===== config.mk =====
export PLATFORM = sky130hd
export DESIGN_NAME = serial_frame_rx_flat
export DESIGN_NICKNAME = d
export VERILOG_FILES = /design/src/rtl/serial_frame_rx_if.sv /design/src/rtl/serial_frame_rx.sv /design/src/flat_wrapper.sv
export SDC_FILE = /design/constraint.sdc
export NUM_CORES = 1
export LEC_CHECK = 0
export ABC_AREA = 1
export ABC_CLOCK_PERIOD_IN_PS = 2020
export BUFFER_PORTS_ARGS = -buffer_cell sky130_fd_sc_hd__buf_2
export CAP_MARGIN = 20
export CELL_PAD_IN_SITES_DETAIL_PLACEMENT = 0
export CELL_PAD_IN_SITES_GLOBAL_PLACEMENT = 1
export CORE_MARGIN = 2
export CORE_UTILIZATION = 46
export CTS_BUF_LIST = sky130_fd_sc_hd__clkbuf_8
export DETAILED_ROUTE_END_ITERATION = 6
export MAX_ROUTING_LAYER = met4
export PLACE_DENSITY = 0.94
export SYNTH_ARGS = -nofsm -noshare
export SYNTH_HDL_FRONTEND = slang
export SYNTH_SLANG_ARGS = --single-unit

===== constraint.sdc =====
create_clock -name clk -period 2.02 [get_ports clk]
set_input_delay 0.202 -clock clk [delete_from_list [all_inputs] [get_ports clk]]
set_output_delay 0.202 -clock clk [all_outputs]
set_load 0.02 [all_outputs]

===== src/rtl/serial_frame_rx_if.sv =====
// Bus between the shift-register serial output and the frame receiver.
// data_valid is a one-cycle strobe with no ready: the consumer must take data_out on that cycle.
interface serial_frame_rx_if #(
    parameter int DATA_W = 8
) ();
    logic              ser_in;
    logic [DATA_W-1:0] data_out;
    logic              data_valid;
    logic              frame_err;
    logic              parity_err;
    logic              busy;
    logic [1:0]        dbg_state;

    modport master (
        output ser_in,
        input  data_out, data_valid, frame_err, parity_err, busy, dbg_state
    );

    modport slave (
        input  ser_in,
        output data_out, data_valid, frame_err, parity_err, busy, dbg_state
    );
endinterface


===== src/rtl/serial_frame_rx.sv =====
// Serial frame receiver: start bit, DATA_W data bits LSB-first, optional even parity, stop bit (0).
// Define PARITY_CHECK_EN to include the parity bit and the parity_err flag.
module serial_frame_rx #(
    parameter int DATA_W = 8
) (
    input  logic             clk,
    input  logic             clr,
    serial_frame_rx_if.slave bus
);
    localparam int CW = $clog2(DATA_W + 1);

    localparam logic [1:0] IDLE   = 2'd0;
    localparam logic [1:0] DATA   = 2'd1;
`ifdef PARITY_CHECK_EN
    localparam logic [1:0] PARITY = 2'd2;
`endif
    localparam logic [1:0] STOP   = 2'd3;

    logic [1:0]        state;
    logic [CW-1:0]     cnt;
    logic [DATA_W-1:0] asm_reg;
    logic [DATA_W-1:0] asm_next;
    logic [DATA_W-1:0] dout_q;
    logic              valid_q;
    logic              ferr_q;

    // LSB-first: each new bit enters at the top, so the first bit ends up in bit 0.
    always_comb begin
        asm_next             = asm_reg >> 1;
        asm_next[DATA_W-1]   = bus.ser_in;
    end

`ifdef PARITY_CHECK_EN
    logic par_bad;
    logic perr_q;

    always_ff @(posedge clk or posedge clr) begin
        if (clr) begin
            par_bad <= 1'b0;
            perr_q  <= 1'b0;
        end else begin
            perr_q <= 1'b0;
            if (state == IDLE && bus.ser_in)
                par_bad <= 1'b0;
            else if (state == PARITY)
                par_bad <= (^asm_reg) ^ bus.ser_in;
            else if (state == STOP)
                perr_q <= par_bad;
        end
    end

    assign bus.parity_err = perr_q;
`else
    logic par_bad;
    assign par_bad        = 1'b0;
    assign bus.parity_err = 1'b0;
`endif

    always_ff @(posedge clk or posedge clr) begin
        if (clr) begin
            state   <= IDLE;
            cnt     <= '0;
            asm_reg <= '0;
            dout_q  <= '0;
            valid_q <= 1'b0;
            ferr_q  <= 1'b0;
        end else begin
            valid_q <= 1'b0;
            ferr_q  <= 1'b0;
            case (state)
                IDLE: begin
                    if (bus.ser_in) begin
                        state <= DATA;
                        cnt   <= '0;
                    end
                end
                DATA: begin
                    asm_reg <= asm_next;
                    if (cnt == CW'(DATA_W - 1)) begin
`ifdef PARITY_CHECK_EN
                        state <= PARITY;
`else
                        state <= STOP;
`endif
                    end else begin
                        cnt <= cnt + CW'(1);
                    end
                end
`ifdef PARITY_CHECK_EN
                PARITY: state <= STOP;
`endif
                STOP: begin
                    // A high stop bit is an error only; it never doubles as a start bit.
                    state <= IDLE;
                    if (bus.ser_in)
                        ferr_q <= 1'b1;
                    if (!bus.ser_in && !par_bad) begin
                        dout_q  <= asm_reg;
                        valid_q <= 1'b1;
                    end
                end
                default: state <= IDLE;
            endcase
        end
    end

    assign bus.data_out   = dout_q;
    assign bus.data_valid = valid_q;
    assign bus.frame_err  = ferr_q;
    assign bus.busy       = (state != IDLE);
    assign bus.dbg_state  = state;
endmodule


===== src/flat_wrapper.sv =====
// flat-port wrapper written by rule: the top's interface ports become plain ports
module serial_frame_rx_flat 
#(
    parameter int DATA_W = 8
)
  (clk, clr, bus_ser_in, bus_data_out, bus_data_valid, bus_frame_err, bus_parity_err, bus_busy, bus_dbg_state);
  serial_frame_rx_if #(.DATA_W(DATA_W)) bus_i ();
  input  logic clk;
  input  logic clr;
  input wire logic [$bits(bus_i.ser_in)-1:0] bus_ser_in;
  output wire logic [$bits(bus_i.data_out)-1:0] bus_data_out;
  output wire logic [$bits(bus_i.data_valid)-1:0] bus_data_valid;
  output wire logic [$bits(bus_i.frame_err)-1:0] bus_frame_err;
  output wire logic [$bits(bus_i.parity_err)-1:0] bus_parity_err;
  output wire logic [$bits(bus_i.busy)-1:0] bus_busy;
  output wire logic [$bits(bus_i.dbg_state)-1:0] bus_dbg_state;
  assign bus_i.ser_in = bus_ser_in;
  assign bus_data_out = bus_i.data_out;
  assign bus_data_valid = bus_i.data_valid;
  assign bus_frame_err = bus_i.frame_err;
  assign bus_parity_err = bus_i.parity_err;
  assign bus_busy = bus_i.busy;
  assign bus_dbg_state = bus_i.dbg_state;
  serial_frame_rx #(.DATA_W(DATA_W)) u_core (.clk(clk), .clr(clr), .bus(bus_i));
endmodule

==> impl_metrics.ini, run 1 <==
[synthesis]
synth_nets = 110
syn_area_sq_mm = 0.00100
yosysUniqueCellTypes = 18
synth-seq-cells = 24
synthesis.instances = 106
yosysWarnings = 0
syn_area_per_cell_sq_um = 9.44
ys_seq_area_share_pct = 60.0

[clock_network]
clockBufferDepth = 2
clock_latency_ns = 0.26
ctsResizeCount = 0
clk_pin_slew_ns = 0.08
cts_max_level = 1
cts_tree = yes
cts.sinks = 24
cts_inserted_buffers = 3
clockRootBuffer = clkbuf_8

[die]
die_w_um = 50.6
initial_core_util_pct = 50.0
core_area_sq_mm = 0.00200
core.rowCount = 16
boundaryPins = 17
die_h_um = 50.6
fp.dieArea_sq_mm = 0.00256

[pwr]
power_uw = 2080
p_per_area_mw_per_mm2 = 1780
peakVddDrop_v = 0.000781
power.leakage_uw = 0.000628

[cells_and_area]
drive_gt1_share_pct = 21.0
regArea_sq_um = 601
multi_input_area_sq_um = 314
fillers = 186
instances_no_fill = 151
area_growth_pct = 16.7
nNetsFinal = 129
n_antenna_cell = 0

[grt]
grt_pass1_wl_mm = 2.75
grt_max_degree = 25
grt_pass1_vias = 658
grt_overflow = 0
antenna_found_initial = 0
grt_usage_pct = 14.6

[sta]
fin_tns_setup_ns = 0
min_period_ns = 1.30
fmax_mhz = 770
holdWs_ns = 0.186
setup_viol = 0
finClkSkew_ns = 0.00207
slew_violations = 0
finalHoldViolCount = 0
period_share_pct = 64.3
rsz0062_at_grt = false

[setup_path]
startpoint_type = register
crit_family = flip-flops
r2r_start = u_core.bus.dbg_state[1]
cp-startpoint = u_core.bus.dbg_state[1]
crit_cells = 3
endpoint = bus_busy
reg2reg_slack_ns = 0.80
slowest_stage = dfrtp_1
worstPathCellList = inv_1 -> nand2_1 -> buf_2
slowest_delay_ns = 0.50
critPathRequiredTime_ns = 1.82
cp.buffers_inverters = 2
rr_worst_depth = 4
r2r-end = u_core.cnt[0]
cp_max_fo = 5
setup.worst_path.end_class = primary output
worstSetupPathType = register to primary output
crit_arrival_ns = 1.10

[detailed_routing]
wl_per_cell_um = 10.4
dr.pass1.iters = 4
drcViolationCount = 0
num_vias = 697
first_iter_violations = 16
viasPerCell = 4.62
finalWirelength_mm = 1.57
antenna_left = 0

[placed_design]
io_buffer_count = 15
post-dp-hpwl_mm = 1.10
dp_cells = 146
finalWeightedCongestion = 0.761

[status]
outcome = finished clean

[hold_path]
holdCritPathClass = input port to register

[flow_run]
drv_cap = 0
power by group:
part | internal, uW | switching [uW] | total (uW)
clock network | 264 | 146 | 410
registers | 698 | 145 | 843
logic | 284 | 543 | 827
placed cells by master, fill, tap and decap left out:
| cell | netlist | routed |
|---|---|---|
| nand2_1 | 30 | 30 |
| dfrtp_1 | 24 | 24 |
| o21ai_0 | 15 | 15 |
| buf_2 | 0 | 15 |
| inv_1 | 13 | 13 |
| nand3_1 | 8 | 8 |
| clkbuf_8 | 0 | 3 |
| inv_2 | 2 | 2 |
| nor2_1 | 2 | 2 |
| nand3_4 | 1 | 1 |
| a21oi_1 | 1 | 1 |
| nor2_4 | 1 | 1 |
| nand2_4 | 1 | 1 |
| or2_2 | 1 | 1 |
| nor3_1 | 1 | 1 |
| nand4_1 | 1 | 1 |
| ha_1 | 1 | 1 |
| conb_1 | 1 | 1 |
| bufinv_16 | 0 | 1 |
| dlygate4sd3_1 | 0 | 1 |
| buf_4 | 1 | 1 |
metal layers:
| metal | GRT usage [%] | part of all wire, % | vias to the layer above |
|---|---|---|---|
| met5 | - | 0 | - |
| met3 | 1.79 | 4.0 | 2 |
| met4 | 6.76 | 0.89 | 0 |
| li1 | - | - | 366 |
| met1 | 20.6 | 53 | 315 |
| met2 | 21.3 | 42 | 14 |
cells in the mapped netlist (all sizes together):
cell	number	area, sq um
dfrtp	24	601
conb	1	3.75
nand3	9	57.6
nand2	31	124
a21oi	1	5.00
ha	1	12.5
or2	1	6.26
buf	3	30.0
o21ai	15	75.1
nor3	1	5.00
nor2	3	18.8
nand4	1	6.26
inv	15	56.3
per-stage QoR:
stage	cell area, sq um	worst slack [ns]	utilization [%]
finish	1170	0.722	58.4
floorplan	1000	0.883	-
global placement	1090	0.863	54.3
detailed placement	1090	0.801	54.3
CTS	1170	0.716	58.4
global route	1170	0.651	58.4
what timing repair did:
item | in CTS | in global routing
hold buffers | 1 | 0
buffers inserted | 0 | 0
hold endpoints to repair | 24 | 0
worst min-delay path by stage:
stage	slack (ns)	start	depth (start not counted)	end
finish	0.19	bus_ser_in	3	u_core.asm_reg[7]
global placement	0.26	clr	3	u_core.bus.frame_err
CTS	0.19	bus_ser_in	3	u_core.asm_reg[7]
global route	0.21	bus_ser_in	3	u_core.asm_reg[7]
floorplan	0.22	clr	1	u_core.asm_reg[0]
detailed placement	0.26	clr	3	u_core.bus.frame_err
worst register-to-register path: stages (launching register included):
cell	delay [ns]
dfrtp_1	0.48
nor2_4	0.37
nand2_4	0.12
nand3_1	0.08
nand2_1	0.07
cell families after synthesis:
| family | count (synthesis) | synth area share (%) |
|---|---|---|
| AOI/OAI and AO/OA | 16 | 8.00 |
| adders and majority gates | 1 | 1.25 |
| buffers and inverters | 18 | 8.63 |
| DFF | 24 | 60.0 |
| other | 1 | 0.375 |
| and+or+nand+nor | 46 | 21.8 |
area by class of cell:
class	instances	share of cell area, %
Inverter	15	4.82
Sequential cell	24	51.4
Timing Repair Buffer	17	7.92
Multi-Input combinational cell	64	26.9
Clock buffer	3	3.53
Clock inverter	1	2.57
Tap cell	27	2.89
(Power assumes the default switching activity.)
==> run 2: changes to the inputs <==
- ABC_CLOCK_PERIOD_IN_PS: 2020 -> 1060
- CORE_UTILIZATION: 46 -> 39
- PLACE_DENSITY: 0.94 -> 0.85
- clock period: 2.02 -> 1.06 ns (I/O delays scaled with it)
==> run 2 against run 1 <==
- the flow now finishes with violations (negative setup slack)
- non-clock buffer count up 9
- clock skew rose by 0.0016 ns
- cell count increased by 8.6%
- first-iteration DRC count fell by 19%
- combinational power rose to 2.8 times the previous value
- highest routed layer is now met3
- global-route usage down 0.68 points
- critical path depth is the same
==> impl_metrics.ini, run 2 (synthesis results as in run 1) <==
[detailed_routing]
first_iter_violations = 13
viasPerCell = 4.68
num_vias = 767
drcViolationCount = 0
dr.pass1.iters = 4
wl_per_cell_um = 11.8
antenna_left = 0
finalWirelength_mm = 1.93

[die]
core.rowCount = 18
die_h_um = 54.7
core_area_sq_mm = 0.00245
initial_core_util_pct = 40.8
boundaryPins = 17
die_w_um = 54.7
fp.dieArea_sq_mm = 0.00299

[status]
violations = negative setup slack
outcome = complete, but fails checks

[sta]
period_share_pct = 101
rsz0062_at_grt = true
fmax_mhz = 931
min_period_ns = 1.07
worst_slack_ns = -0.0144
slew_violations = 0
finClkSkew_ns = 0.00363
setup_viol = 2
finalHoldViolCount = 0

[setup_path]
startpoint_type = register
cp_max_fo = 5
critPathRequiredTime_ns = 0.95
r2r_start = u_core.cnt[1]
setup.worst_path.end_class = primary output
crit_arrival_ns = 0.97
reg2reg_slack_ns = 0
worstSetupPathType = register to primary output
r2r-end = u_core.cnt[2]
rr_worst_depth = 4

[pwr]
power_uw = 4500
seqPwrFrac_pct = 35.8
p_switching_uw = 1840
p_clk_share_pct = 13.4
p_sw_share_pct = 41.0
power.leakage_uw = 0.000680
pwr-share-comb_pct = 50.8
peakVddDrop_v = 0.00162
p_per_area_mw_per_mm2 = 3410
p_int_uw = 2660

[hold_path]
hold_end = u_core.asm_reg[7]
min_from = bus_ser_in
holdCritPathClass = input port to register
hold_depth = 3

[grt]
antenna_found_initial = 0
grt_pass1_wl_mm = 2.82
grt_pass1_vias = 660
grt_max_degree = 25
grt_usage_pct = 14.0
grt_overflow = 0

[cells_and_area]
n_antenna_cell = 0
final_common_cell = nand2_1
final_cell_mix = nand2_1, dfrtp_1, buf_2
area_growth_pct = 31.9
drive_gt1_share_pct = 35.1
final_area_sq_mm = 0.00132
utilization_pct = 53.8
nNetsFinal = 139

[clock_network]
clock_latency_ns = 0.26
cts_inserted_buffers = 3
cts.sinks = 24
clk_pin_slew_ns = 0.08
clockRootBuffer = clkbuf_8
clockBufferDepth = 2
cts_tree = yes
cts_max_level = 1

[placed_design]
io_buffer_count = 15
finalWeightedCongestion = 0.691
place_ws_ns = -0.0318
post-dp-hpwl_mm = 1.24
placed_area_sq_mm = 0.00114

[flow_run]
drv_cap = 0
## run 2: cell types whose count changed in the layout (fill, tap and decap cells not counted), moves of 3 or more
cell / previous run / this run
o21ai_1: 0 / 7
o21ai_0: 15 / 7
inv_1: 13 / 10
buf_4: 1 / 7
buf_6: 0 / 4
## run 2: metrics by stage
step	instances	hold WS, ns	setup TNS (ns)
2_1_floorplan	106	0.120	-0.0804
3_3_place_gp	153	0.159	0
3_5_place_dp	153	0.169	-0.0851
4_1_cts	161	0.0826	-0.0349
5_1_grt	164	0.106	-0.423
6_report	164	0.0920	-0.0159
## run 2: critical path, cell delays in order, from the launching register on
cell and delay, ns:
dfrtp_2 0.45, inv_2 0.09, nand2_2 0.05, buf_6 0.12
## run 2: cell type report
cell class	instances	area, sq um
repair buffers	26	193
well taps	30	37.5
multi-input cells	65	373
clock buffers	4	55.1
inverters	15	58.8
flip-flops and latches	24	603
fillers	225	1130
## run 2: how the worst max path moves through the flow
stage	from	end	slack (ns)	cells past startpoint
after global placement	u_core.cnt[0]	u_core.cnt[3]	0.02	6
after detailed placement	u_core.cnt[0]	u_core.cnt[3]	-0.03	6
after CTS	u_core.bus.dbg_state[0]	bus_busy	-0.03	3
after global routing	u_core.cnt[1]	u_core.cnt[0]	-0.07	6
after floorplan	u_core.bus.dbg_state[0]	u_core.asm_reg[1]	-0.01	4
final	u_core.bus.dbg_state[1]	bus_busy	-0.01	3
## run 2: what timing repair did
action | CTS | global route
endpoints found under the hold margin | 24 | 0
gates resized for setup | 11 | 15
pin swaps | 2 | 7
cloned | 0 | 1
hold buffers | 1 | 0
buffers inserted | 3 | 4
endpoints found under the setup margin | 7 | 20
## run 2: power groups by stage
stage | Sequential (uW) | Clock (uW) | Combinational, uW
2_1_floorplan | 1810 | 0 | 1050
3_3_place_gp | 1570 | 0 | 1800
3_5_place_dp | 1590 | 0 | 1870
4_1_cts | 1570 | 633 | 2050
5_1_grt | 1660 | 674 | 2560
6_report | 1610 | 605 | 2290
## run 2: routing by layer
layer,track usage (%),vias up,wire [um]
li1,-,390,-
met1,16.2,362,858
met2,22.8,15,1030
met3,2.46,0,46
met4,7.50,0,0
met5,-,-,0
==> run 3: changes to the inputs <==
--- a/config.mk
+++ b/config.mk
@@ -14,7 +14,7 @@
 export CORE_MARGIN = 2
-export CORE_UTILIZATION = 39
-export CTS_BUF_LIST = sky130_fd_sc_hd__clkbuf_8
+export CORE_UTILIZATION = 36
 export DETAILED_ROUTE_END_ITERATION = 6
 export MAX_ROUTING_LAYER = met4
-export PLACE_DENSITY = 0.85
+export PLACE_DENSITY = 0.8
+export SETUP_SLACK_MARGIN = 0.02
 export SYNTH_ARGS = -nofsm -noshare
==> constraint.sdc (replaced) <==
create_clock -name clk -period 1.06 [get_ports clk]
set_input_delay 0.159 -clock clk [delete_from_list [all_inputs] [get_ports clk]]
set_output_delay 0.159 -clock clk [all_outputs]
set_load 0.02 [all_outputs]
==> run 3 against run 2 <==
- register-to-register slack lost 0.14 ns
- clock skew grew 0.0024 ns
- routed wire length grew 25%
- the flow still finishes with violations (negative setup slack)
- sequential share of layout area shrank 7.4 points
- die area grew 7.7%
- sequential power is essentially flat
- utilization grew 4.9 points
- non-clock buffer count grew 13
- fmax shrank 10%
==> impl_metrics.ini, run 3 (synthesis results as in run 1) <==
[die]
boundaryPins = 17
die_h_um = 56.7
fp.dieArea_sq_mm = 0.00322
die_w_um = 56.7
core.rowCount = 19
initial_core_util_pct = 37.3
core_area_sq_mm = 0.00269

[setup_path]
crit_arrival_ns = 1.43
cp-startpoint = u_core.bus.dbg_state[0]
setup.worst_path.end_class = register
worstPathCellList = inv_4 -> buf_6 -> nor2_4 -> buf_6 -> nand2_8 -> nand3_2 -> nand2_1
slowest_delay_ns = 0.42
critPathRequiredTime_ns = 1.29
slowest_stage = dfrtp_2
cp_max_fo = 6
startpoint_type = register
crit_top_cell = buf_6
worstSetupPathType = register to register
r2r_start = u_core.bus.dbg_state[0]

[placed_design]
post-dp-hpwl_mm = 1.20
place_ws_ns = -0.0227
io_buffer_count = 15
finalWeightedCongestion = 0.782

[flow_run]
drv_cap = 0

[sta]
finClkSkew_ns = 0.00600
fmax_mhz = 835
period_share_pct = 113
min_period_ns = 1.20
finalHoldViolCount = 0
slew_violations = 0
setup_viol = 16
worst_slack_ns = -0.137
rsz0062_at_grt = true
holdWs_ns = 0.148

[clock_network]
cts_max_level = 1
clockRootBuffer = clkbuf_4
cts_inserted_buffers = 3
cts_tree = yes
cts.sinks = 24
clock_latency_ns = 0.32
clk_pin_slew_ns = 0.14
clockBufferDepth = 2

[cells_and_area]
final_common_cell = nand2_1
nNetsFinal = 152
area_growth_pct = 57.5
regArea_sq_um = 603
multi_input_area_sq_um = 433
fillers = 222
drive_gt1_share_pct = 53.1
n_antenna_cell = 0
utilization_pct = 58.7
final_cell_mix = nand2_1, buf_6, dfrtp_1

[pwr]
p_sw_share_pct = 40.7
p_per_area_mw_per_mm2 = 3580
seqPwrFrac_pct = 28.9
p_clk_share_pct = 11.8
pwr-share-comb_pct = 59.3
p_int_uw = 3340
peakVddDrop_v = 0.00202
power.leakage_uw = 0.000787
p_switching_uw = 2300

[detailed_routing]
finalWirelength_mm = 2.41
viasPerCell = 4.75
wl_per_cell_um = 13.6
num_vias = 846
first_iter_violations = 15
drcViolationCount = 0
dr.pass1.iters = 3
antenna_left = 0

[hold_path]
min_from = bus_ser_in
holdCritPathClass = input port to register

[grt]
grt_max_degree = 25
grt_overflow = 0
grt_usage_pct = 15.7
antenna_found_initial = 0
grt_pass1_vias = 829
grt_pass1_wl_mm = 3.73

[status]
outcome = complete, but fails checks
violations = negative setup slack
==> run 3: cell count changes in the layout (fill, tap and decap cells not counted), moves of 2 or more <==
cell	previous run	this run
buf_6	4	22
nand3_2	1	7
inv_2	4	2
buf_4	7	13
clkbuf_4	0	3
nand2_1	28	23
nand3_1	6	1
buf_2	13	2
clkbuf_8	4	0
nand2_2	2	6
o21ai_0	7	0
o21ai_2	1	8
==> run 3: power by group through the flow <==
stage | clock network (uW) | logic, uW | registers (uW)
finish | 665 | 3340 | 1630
global route | 733 | 3640 | 1690
CTS | 681 | 2790 | 1600
detailed placement | 0 | 1890 | 1590
global placement | 0 | 1840 | 1570
floorplan | 0 | 1080 | 1810
==> run 3: metrics by stage <==
stage / instances / TNS, ns / power (uW) / instance area, sq um
final: 178 / -1.60 / 5640 / 1580
after global placement: 154 / 0 / 3410 / 1140
after detailed placement: 154 / -0.0680 / 3480 / 1140
after global routing: 178 / -2.60 / 6060 / 1580
after floorplan: 106 / -0.0235 / 2880 / 1010
after CTS: 175 / -1.43 / 5070 / 1430
==> run 3: layer usage <==
metal	vias to the layer above	GRT usage, %	share of wire, %
li1	417	-	-
met3	8	3.46	3.0
met4	0	6.98	2.2
met5	-	-	0
met1	407	19.9	41
met2	14	24.1	53
==> run 3: layout make-up <==
class / instances / area share (%)
Clock buffer: 3 / 1.43
Sequential cell: 24 / 38.3
Timing Repair Buffer: 39 / 24.1
Multi-Input combinational cell: 65 / 27.5
Clock inverter: 1 / 1.90
Tap cell: 31 / 2.46
Inverter: 15 / 4.37
==> run 3: what timing repair did <==
item                                    in CTS  in global routing
endpoints found under the setup margin      19                 35
resized for setup                           30                 50
hold endpoints to repair                    24                  0
hold buffers                                 1                  0
buffers inserted                            15                  4
pin swaps                                    3                 10
cloned                                       1                  1
==> run 3: critical path: cells and delay by family, from the launching register on <==
kind / cells / cell delay, ns
AND/OR/NAND/NOR: 4 / 0.37
flip-flops: 1 / 0.42
buffers and inverters: 3 / 0.32
==> run 3: final timing paths <==
kind,end,slack [ns],cells after the start
max reg2reg,u_core.cnt[0],-0.14,7
max in group asynchronous,u_core.bus.dbg_state[0],0.39,4
max,u_core.cnt[0],-0.14,7
min reg2reg,u_core.asm_reg[3],0.50,2
min in group asynchronous,u_core.cnt[0],0.42,4
min,u_core.asm_reg[7],0.15,3
